## src/rtl/eeprom_access_arbiter_if.sv

```systemverilog
// Engine-side bus of the EEPROM access arbiter.
// master = arbiter, slave = serial read/write engine.
interface eeprom_access_arbiter_if #(
  parameter int ADDR_W = 11,
  parameter int DATA_W = 8
);
  logic              wr;
  logic              rd;
  logic [ADDR_W-1:0] addr;
  logic [DATA_W-1:0] wdata;
  logic [DATA_W-1:0] rdata;
  logic              ack;

  modport master (
    output wr, rd, addr, wdata,
    input  rdata, ack
  );

  modport slave (
    input  wr, rd, addr, wdata,
    output rdata, ack
  );
endinterface

```

## src/rtl/eeprom_access_arbiter.sv

```systemverilog
// Two-requester round-robin arbiter/sequencer for the EEPROM engine.
// Optional WAIT watchdog: define EEPROM_ARB_TIMEOUT_EN.
module eeprom_access_arbiter #(
  parameter int ADDR_W         = 11,
  parameter int DATA_W         = 8,
  parameter int TIMEOUT_CYCLES = 4096
) (
  input  logic              CLK,
  input  logic              RESET,
  input  logic              r0_req,
  input  logic              r0_rw,
  input  logic [ADDR_W-1:0] r0_addr,
  input  logic [DATA_W-1:0] r0_wdata,
  output logic              r0_done,
  output logic              r0_err,
  output logic [DATA_W-1:0] r0_rdata,
  input  logic              r1_req,
  input  logic              r1_rw,
  input  logic [ADDR_W-1:0] r1_addr,
  input  logic [DATA_W-1:0] r1_wdata,
  output logic              r1_done,
  output logic              r1_err,
  output logic [DATA_W-1:0] r1_rdata,
  eeprom_access_arbiter_if.master eng,
  output logic              busy
);

  typedef enum logic [3:0] {
    IDLE  = 4'b0001,
    ISSUE = 4'b0010,
    WAIT  = 4'b0100,
    DONE  = 4'b1000
  } state_t;

  localparam int S_IDLE  = 0;
  localparam int S_ISSUE = 1;
  localparam int S_WAIT  = 2;
  localparam int S_DONE  = 3;

  state_t state;
  logic   last_grant;
  logic   owner;
  logic   rw_q;
  logic   gnt;
  logic   gnt_rw;

  // Contention goes to whoever did not win last time.
  assign gnt    = (r0_req && r1_req) ? ~last_grant
                                     : r1_req;
  assign gnt_rw = gnt ? r1_rw : r0_rw;

`ifdef EEPROM_ARB_TIMEOUT_EN
  localparam int CNT_W = $clog2(TIMEOUT_CYCLES + 1);
  localparam logic [CNT_W-1:0] CNT_LAST =
    CNT_W'(TIMEOUT_CYCLES - 1);

  logic [CNT_W-1:0] cnt;
`else
  logic unused_timeout;
  assign unused_timeout = (TIMEOUT_CYCLES != 0);
  assign r0_err = 1'b0;
  assign r1_err = 1'b0;
`endif

  always_ff @(posedge CLK) begin
    if (RESET) begin
      state      <= IDLE;
      last_grant <= 1'b1;
      owner      <= 1'b0;
      rw_q       <= 1'b0;
      busy       <= 1'b0;
      eng.wr     <= 1'b0;
      eng.rd     <= 1'b0;
      eng.addr   <= '0;
      eng.wdata  <= '0;
      r0_done    <= 1'b0;
      r1_done    <= 1'b0;
      r0_rdata   <= '0;
      r1_rdata   <= '0;
`ifdef EEPROM_ARB_TIMEOUT_EN
      r0_err     <= 1'b0;
      r1_err     <= 1'b0;
      cnt        <= '0;
`endif
    end else begin
      eng.wr  <= 1'b0;
      eng.rd  <= 1'b0;
      r0_done <= 1'b0;
      r1_done <= 1'b0;
`ifdef EEPROM_ARB_TIMEOUT_EN
      r0_err  <= 1'b0;
      r1_err  <= 1'b0;
`endif
      unique case (1'b1)
        state[S_IDLE]: begin
          if (r0_req || r1_req) begin
            owner      <= gnt;
            last_grant <= gnt;
            rw_q       <= gnt_rw;
            eng.addr   <= gnt ? r1_addr : r0_addr;
            eng.wdata  <= gnt ? r1_wdata : r0_wdata;
            eng.wr     <= ~gnt_rw;
            eng.rd     <= gnt_rw;
            busy       <= 1'b1;
            state      <= ISSUE;
          end
        end
        state[S_ISSUE]: begin
          state <= WAIT;
`ifdef EEPROM_ARB_TIMEOUT_EN
          cnt   <= '0;
`endif
        end
        state[S_WAIT]: begin
          if (eng.ack) begin
            if (rw_q && !owner) r0_rdata <= eng.rdata;
            if (rw_q && owner)  r1_rdata <= eng.rdata;
            r0_done <= ~owner;
            r1_done <= owner;
            state   <= DONE;
          end
`ifdef EEPROM_ARB_TIMEOUT_EN
          else if (cnt == CNT_LAST) begin
            r0_done <= ~owner;
            r1_done <= owner;
            r0_err  <= ~owner;
            r1_err  <= owner;
            state   <= DONE;
          end else begin
            cnt <= cnt + CNT_W'(1);
          end
`endif
        end
        state[S_DONE]: begin
          busy  <= 1'b0;
          state <= IDLE;
        end
        default: begin
          busy  <= 1'b0;
          state <= IDLE;
        end
      endcase
    end
  end

endmodule

```

## src/flat_wrapper.sv

```systemverilog
// flat-port wrapper written by rule: the top's interface ports become plain ports
module eeprom_access_arbiter_flat 
#(
  parameter int ADDR_W         = 11,
  parameter int DATA_W         = 8,
  parameter int TIMEOUT_CYCLES = 4096
)
  (CLK, RESET, r0_req, r0_rw, r0_addr, r0_wdata, r0_done, r0_err, r0_rdata, r1_req, r1_rw, r1_addr, r1_wdata, r1_done, r1_err, r1_rdata, busy, eng_wr, eng_rd, eng_addr, eng_wdata, eng_rdata, eng_ack);
  eeprom_access_arbiter_if #(.ADDR_W(ADDR_W), .DATA_W(DATA_W)) eng_i ();
  input  logic CLK;
  input  logic RESET;
  input  logic r0_req;
  input  logic r0_rw;
  input  logic [ADDR_W-1:0] r0_addr;
  input  logic [DATA_W-1:0] r0_wdata;
  output logic r0_done;
  output logic r0_err;
  output logic [DATA_W-1:0] r0_rdata;
  input  logic r1_req;
  input  logic r1_rw;
  input  logic [ADDR_W-1:0] r1_addr;
  input  logic [DATA_W-1:0] r1_wdata;
  output logic r1_done;
  output logic r1_err;
  output logic [DATA_W-1:0] r1_rdata;
  output logic busy;
  output wire logic [$bits(eng_i.wr)-1:0] eng_wr;
  output wire logic [$bits(eng_i.rd)-1:0] eng_rd;
  output wire logic [$bits(eng_i.addr)-1:0] eng_addr;
  output wire logic [$bits(eng_i.wdata)-1:0] eng_wdata;
  input wire logic [$bits(eng_i.rdata)-1:0] eng_rdata;
  input wire logic [$bits(eng_i.ack)-1:0] eng_ack;
  assign eng_wr = eng_i.wr;
  assign eng_rd = eng_i.rd;
  assign eng_addr = eng_i.addr;
  assign eng_wdata = eng_i.wdata;
  assign eng_i.rdata = eng_rdata;
  assign eng_i.ack = eng_ack;
  eeprom_access_arbiter #(.ADDR_W(ADDR_W), .DATA_W(DATA_W), .TIMEOUT_CYCLES(TIMEOUT_CYCLES)) u_core (.CLK(CLK), .RESET(RESET), .r0_req(r0_req), .r0_rw(r0_rw), .r0_addr(r0_addr), .r0_wdata(r0_wdata), .r0_done(r0_done), .r0_err(r0_err), .r0_rdata(r0_rdata), .r1_req(r1_req), .r1_rw(r1_rw), .r1_addr(r1_addr), .r1_wdata(r1_wdata), .r1_done(r1_done), .r1_err(r1_err), .r1_rdata(r1_rdata), .eng(eng_i), .busy(busy));
endmodule
```

## config.mk

```make
export PLATFORM = sky130hd
export DESIGN_NAME = eeprom_access_arbiter_flat
export DESIGN_NICKNAME = d
export VERILOG_FILES = /design/src/rtl/eeprom_access_arbiter_if.sv /design/src/rtl/eeprom_access_arbiter.sv /design/src/flat_wrapper.sv
export SDC_FILE = /design/constraint.sdc
export NUM_CORES = 1
export LEC_CHECK = 0
export CORE_MARGIN = 5
export CORE_UTILIZATION = 42
export DETAILED_ROUTE_END_ITERATION = 8
export PLACE_DENSITY = 0.85
export REMOVE_ABC_BUFFERS = 1
export SYNTH_ARGS = -nofsm -noshare
export SYNTH_HDL_FRONTEND = slang
export SYNTH_SLANG_ARGS = --single-unit
```

## constraint.sdc

```tcl
create_clock -name CLK -period 3.2 [get_ports CLK]
set_clock_uncertainty 0.15 [all_clocks]
set_input_delay 0.64 -clock CLK [delete_from_list [all_inputs] [get_ports CLK]]
set_output_delay 0.64 -clock CLK [all_outputs]
set_load 0.1 [all_outputs]
```

==> results of run 1 <==
[layout make-up]
| class | instances | area, um^2 |
|---|---|---|
| clock buffer | 6 | 72.6 |
| clock inverter | 2 | 37.5 |
| multi-input combinational | 157 | 776 |
| sequential | 46 | 921 |
| fill | 351 | 1320 |
| tap | 50 | 62.6 |
| timing repair buffer | 98 | 866 |
| inverter | 2 | 7.51 |
[stage by stage]
stage | util (%) | instances | setup WS [ns]
3_3_place_gp | 64.9 | 353 | 0.933
6_report | 67.6 | 361 | 1.20
4_1_cts | 67.6 | 361 | 1.21
3_5_place_dp | 64.9 | 353 | 0.892
2_1_floorplan | - | 205 | 1.18
5_1_grt | 67.6 | 361 | 1.12
[cells by family after synthesis]
kind of cell	synth area share [%]
simple gates	20.6
mux	0.558
buf+inv	5.65
flops	51.3
other cells	0.209
compound gates	21.7
[worst paths after layout]
| kind | start | endpoint | slack [ns] | depth (start not counted) |
|---|---|---|---|---|
| max | RESET | u_core.r0_rdata[5]$_SDFFE_PP0P_ | 1.20 | 3 |
| min | u_core.r0_rdata[7]$_SDFFE_PP0P_ | u_core.r0_rdata[7]$_SDFFE_PP0P_ | 0.31 | 2 |
| max reg2reg | u_core.last_grant$_SDFFE_PP1P_ | u_core.eng.addr[2]$_SDFFE_PP0P_ | 1.82 | 4 |
| min reg2reg | u_core.r0_rdata[7]$_SDFFE_PP0P_ | u_core.r0_rdata[7]$_SDFFE_PP0P_ | 0.31 | 2 |
[synthesized netlist by cell type]
library cell  number  area [um^2]
a211oi_1          20          150
a21bo_2            1         10.0
a21boi_1           1         7.51
a21oi_1           38          190
a22oi_1            1         7.51
a31oi_1            1         6.26
and2_1             1         6.26
and4_1             1         8.76
and4b_1            1         10.0
buf_2              9         45.0
buf_4              2         15.0
buf_6              1         11.3
clkbuf_1           6         22.5
conb_1             1         3.75
dfxtp_1           46          921
inv_1              2         7.51
mux2i_1            1         10.0
nand2_1           52          195
nand4_1            1         6.26
nand4b_1           1         8.76
nor2_1            25         93.8
nor3_1             4         20.0
nor3b_1            1         7.51
o21a_1             1         7.51
o21ai_0            1         5.00
o21ai_1            1         5.00
or2_2              2         12.5
[power by group]
group | internal, mW | total, mW | leakage, nW | switching [mW]
Clock | 0.233 | 0.414 | 0.0514 | 0.181
Sequential | 0.610 | 0.635 | 0.378 | 0.0247
Combinational | 0.140 | 0.474 | 0.708 | 0.334
[tightest hold or removal path, cell delays in order (launching register included)]
cell and delay (ns):
dfxtp_1 0.32, nand2_1 0.05, a21oi_1 0.05
[sequential cells by signal, summed over array words and instances, names as in the netlist, 3 cells and up]
signal            flops
u_core.r1_rdata       8
u_core.r0_rdata       8
u_core.eng.wdata      8
u_core.eng.addr      11
u_core.state          3
[cell usage in the layout (no fill, tap or decap), types with 4 or more instances in the layout]
cell type	count
nand2_1	52
clkdlybuf4s50_1	52
buf_4	46
dfxtp_1	46
a21oi_1	38
nor2_1	25
a211oi_1	20
clkbuf_8	5
nor3_1	4
[per-layer routing]
| metal | track usage (%) | part of all wire [%] | up-vias |
|---|---|---|---|
| met5 | 0 | 0 | - |
| met4 | 4.47 | 0.56 | 0 |
| met3 | 9.76 | 15 | 4 |
| met2 | 28.3 | 43 | 85 |
| met1 | 20.7 | 41 | 818 |
| li1 | - | - | 925 |
==> impl_results.md, run 1 <==
- Placed cell area: 0.00263 mm^2
- Synth Instances: 222
- Clk root buf: clkbuf_8
- YS warnings: 0
- Starting density of the core: 44.2%
- Peak supply drop: 0.321 mV
- Static Leakage: 1.14 nW
- Critical path's top delay family: buffers and inverters
- F_max: 499 MHz
- WP data arrival: 2.03 ns
- Crit path launch type: primary input
- Layout cell share with drive strength beyond 1: 18.0%
- Clk slew on worst S/H paths: 0.08 ns
- Max-slew headroom: 45.8%
- Period utilization: 62.6%
- Hold WS: 0.306 ns
- Vias in the first global route: 1,738
- Worst skew pair latency: 0.29 ns
- # IOs: 95
- Drt total wl: 4.97 mm
- CTS buffer count: 5
- Number of cells upsized or downsized after cts: 0
- Die area: 0.00568 mm^2
- First-pass GRT wire length: 7.76 mm
- Layout area overhead: 52.9%
- Remaining DRCs: 0
- Pre-Repair DR Iteration Count: 4
- Synth unique cells: 27
- Power Density: 555 mW/mm^2
- Pwr Total: 1.52 mW
- Antenna Nets Post-Route: 0
- CTS sink cnt: 46
- WL/cell: 13.8 um
- Post-synthesis instance area: 0.00179 mm^2
- Seq/Total Area, Yosys: 51.3%
- Crit. End Element: register
- Post-CTS Setup Bufs: 0
- Port Buffers: 92
- Critical path's slowest cell: clkdlybuf4s50_1
- CTS tree: done
- Fin nets: 363
- Minimum clock period: 2.00 ns
- # rows: 23
- Slew Limit Fails: 0
- CTS H-Tree Depth: 2
- Final GP Congestion: 0.775
- Crit path required time: 3.23 ns
- Status: finished clean
- Synthesized area per cell: 8.08 um^2
- Total number of vias: 1,832
- Largest net degree at the start of global routing: 23
- Worst slew pin tran: 0.810 ns
- DIE HEIGHT: 75.4 um
- Antenna cells: 0
- Setup violations, final: 0
- Chip width: 75.4 um
- Total grt overflow: 0
- Drt initial violations: 58
- Worst Path Max Fanout: 22
- Yosys reg bits: 46
- Antenna violations before repair: 0
- Fin area: 0.00274 mm^2
- Dpl hpwl: 3.66 mm
- Max Cap Viol: 0
- Total Routing Usage GR: 17.7%
- Worst min path class: reg -> reg
- Fin Setup TNS: 0 ns
- Crit path kind: in -> reg
- Vias per cell: 5.07
- CTS hold repair buffers: 0
- CORE AREA: 0.00406 mm^2
- Unrepaired setup endpoints after global routing: false
- Max stage delay on crit path: 1.00 ns
- Clock tree buffer depth: 2
- CP cell instances: clkdlybuf4s50_1, buf_4, a21oi_1
- Hold Fails Final Rpt: 0
- WP buf/inv: 2
No activity file was read; power rests on OpenSTA's default activity.
==> run 2: changes to the inputs <==
--- a/config.mk
+++ b/config.mk
@@ -6,9 +6,9 @@
 export NUM_CORES = 1
 export LEC_CHECK = 0
 export CORE_MARGIN = 5
-export CORE_UTILIZATION = 42
+export CORE_UTILIZATION = 39
 export DETAILED_ROUTE_END_ITERATION = 8
-export PLACE_DENSITY = 0.85
+export PLACE_DENSITY = 0.8
 export REMOVE_ABC_BUFFERS = 1
 export SYNTH_ARGS = -nofsm -noshare
 export SYNTH_HDL_FRONTEND = slang
==> constraint.sdc (replaced) <==
create_clock -name CLK -period 2 [get_ports CLK]
set_clock_uncertainty 0.15 [all_clocks]
set_input_delay 0.4 -clock CLK [delete_from_list [all_inputs] [get_ports CLK]]
set_output_delay 0.4 -clock CLK [all_outputs]
set_load 0.1 [all_outputs]
==> impl_results.md, run 2 (synthesis results as in run 1) <==
- Status: finished clean
- WP data arrival: 1.74 ns (-0.29 ns)
- WP buf/inv: 2 (unchanged)
- Fin nets: 368 (+1.4%)
- Clk root buf: clkbuf_8
- Cell Int Power: 1.71 mW (+74%)
- Slew Limit Fails: 0 (unchanged)
- Max-slew headroom: 64.5% (+19 points)
- Max reg flops: 11 (unchanged)
- CTS sink cnt: 46 (unchanged)
- Worst skew pair latency: 0.29 ns (about the same)
- Die area: 0.00606 mm^2 (+6.6%)
- CORE AREA: 0.00441 mm^2 (+8.8%)
- Layout area overhead: 86.1%
- Worst min path class: reg -> reg
- FF+latch area: 921 um^2 (unchanged)
- Crit path kind: in -> reg
- CTS H-Tree Depth: 2 (unchanged)
- Total Routing Usage GR: 18.0% (+0.27 points)
- Layout fillers: 299 (-15%)
- CTS tree: done
- Worst slew pin tran: 0.530 ns (-0.280 ns)
- Final GP Congestion: 0.815 (+5.2%)
- Placed insts: 360 (+2.0%)
- Clk slew on worst S/H paths: 0.09 ns (about the same)
- Antenna cells: 0 (unchanged)
- Antenna violations before repair: 0 (unchanged)
- Vias in the first global route: 1,880 (+8.2%)
- DIE HEIGHT: 77.8 um (+3.3%)
- Crit. Startpoint: r1_req
- Port Buffers: 92 (unchanged)
- Post-CTS Setup Bufs: 0 (unchanged)
- Total grt overflow: 0 (unchanged)
- Largest Register: u_core.eng.addr
- Max stage delay on crit path: 0.57 ns (-0.43 ns)
- Largest net degree at the start of global routing: 22 (-4.3%)
- # IOs: 95 (unchanged)
- Max Cap Viol: 0 (unchanged)
- Power Density: 785 mW/mm^2 (+41%)
- Starting density of the core: 40.6% (-3.6 points)
- Worst setup margin: 0.304 ns (-0.892 ns)
- Placed cell area: 0.00323 mm^2 (+23%)
- Critical path's top delay family: buffers and inverters
- Pre-Repair DR Iteration Count: 4 (unchanged)
- Reg power frac: 39.8% (-1.9 points)
- Crit. End Element: register
- CP cell instances: clkdlybuf4s50_1, a21boi_2, buf_12, a21oi_1, a211oi_1
- Drt total wl: 5.38 mm (+8.2%)
- Critical path's slowest cell: clkdlybuf4s50_1
- Non-filler instance count after layout: 368 (+1.9%)
- DP Worst Slack: -0.000249 ns (-0.892 ns)
- Minimum clock period: 1.70 ns
- Most frequent cells in the layout: nand2_1, clkdlybuf4s50_1, dfxtp_1
- Worst Path Max Fanout: 14 (-36%)
- Setup violations, final: 0 (unchanged)
- Area of the multi-input gates: 783 um^2 (+0.97%)
- Hold path startpoint: u_core.r1_rdata[0]$_SDFFE_PP0P_
- Chip width: 77.8 um (+3.3%)
- Fin Setup TNS: 0 ns (unchanged)
- Antenna Nets Post-Route: 0 (unchanged)
- # rows: 24 (+4.3%)
- First-pass GRT wire length: 8.78 mm (+13%)
- CTS hold repair buffers: 0 (unchanged)
- CTS buffer count: 5 (unchanged)
- Reg2Reg Setup Slack: 0.61 ns (-1.21 ns)
- Period utilization: 84.8%
- Peak supply drop: 0.470 mV (+46%)
- Number of cells upsized or downsized after cts: 0 (unchanged)
- Unrepaired setup endpoints after global routing: false
- Layout cell share with drive strength beyond 1: 20.3% (+2.2 points)
- Switching power: 909 uW (+68%)
- Hold Fails Final Rpt: 0 (unchanged)
- Crit path required time: 2.05 ns (-1.18 ns)
- Dpl hpwl: 4.31 mm (+18%)
- R2R Path Start: u_core.state[0]$_SDFF_PP1_
- Clock share of power: 25.5% (-1.7 points)
- Fin area: 0.00334 mm^2 (+22%)
- WL/cell: 14.6 um (+6.1%)
- Clock tree buffer depth: 2 (unchanged)
- F_max: 590 MHz
- Combinational share of power: 34.7% (+3.6 points)
- Remaining DRCs: 0 (unchanged)
- Drt initial violations: 85 (+47%)
- Vias per cell: 5.15 (+1.4%)
- Total number of vias: 1,894 (+3.4%)
- Switching part of the total: 34.7% (-0.79 points)
- Crit path launch type: primary input
- Static Leakage: 1.31 nW (+15%)
- Hold WS: 0.347 ns (+0.0415 ns)
==> run 2: cell count changes in the layout (fill, tap and decap cells not counted) <==
cell        change
o21ai_2         +1
a21boi_1        -1
clkinvlp_4      -1
clkbuf_1        -1
o21ai_1         -1
clkinv_2        +2
a21boi_2        +1
buf_4          -39
buf_12         +44
==> run 2: path summary, 6_finish.rpt <==
check / end / cells past startpoint
worst min register to register: u_core.r1_rdata[0]$_SDFFE_PP0P_ / 2
worst max register to register: u_core.eng.wdata[4]$_SDFFE_PP0P_ / 4
worst max-delay path: u_core.eng.wdata[4]$_SDFFE_PP0P_ / 5
worst min-delay path: u_core.r1_rdata[0]$_SDFFE_PP0P_ / 2
==> run 2: area by class of cell <==
class	instances	share of cell area, %
timing repair buffer	103	43.5
sequential	46	27.6
multi-input combinational	157	23.5
clock buffer	5	2.06
tap	52	1.95
clock inverter	3	1.20
inverter	2	0.225
==> run 2: per-stage QoR <==
stage | power (mW) | util [%]
CTS | 2.64 | 75.7
finish | 2.62 | 75.7
floorplan | 1.54 | -
global route | 2.73 | 75.7
global placement | 1.96 | 73.2
detailed placement | 1.98 | 73.2
==> run 2: layer usage <==
| metal | global-route usage (%) | routed length (um) | up-vias |
|---|---|---|---|
| met4 | 5.15 | 54 | 0 |
| li1 | - | - | 937 |
| met3 | 6.13 | 551 | 7 |
| met1 | 19.3 | 2080 | 869 |
| met5 | 0 | 0 | - |
| met2 | 32.9 | 2700 | 81 |
==> run 2: power groups by stage <==
stage,clock [mW],combinational [mW],sequential (mW)
finish,0.670,0.910,1.04
global route,0.723,0.954,1.05
CTS,0.685,0.916,1.04
detailed placement,0,0.914,1.06
global placement,0,0.903,1.06
floorplan,0,0.154,1.38
==> run 2: worst register-to-register path, stage by stage (launching register included) <==
cell	delay, ns
dfxtp_1	0.47
o21a_1	0.21
buf_12	0.16
nor2_1	0.05
a211oi_1	0.25
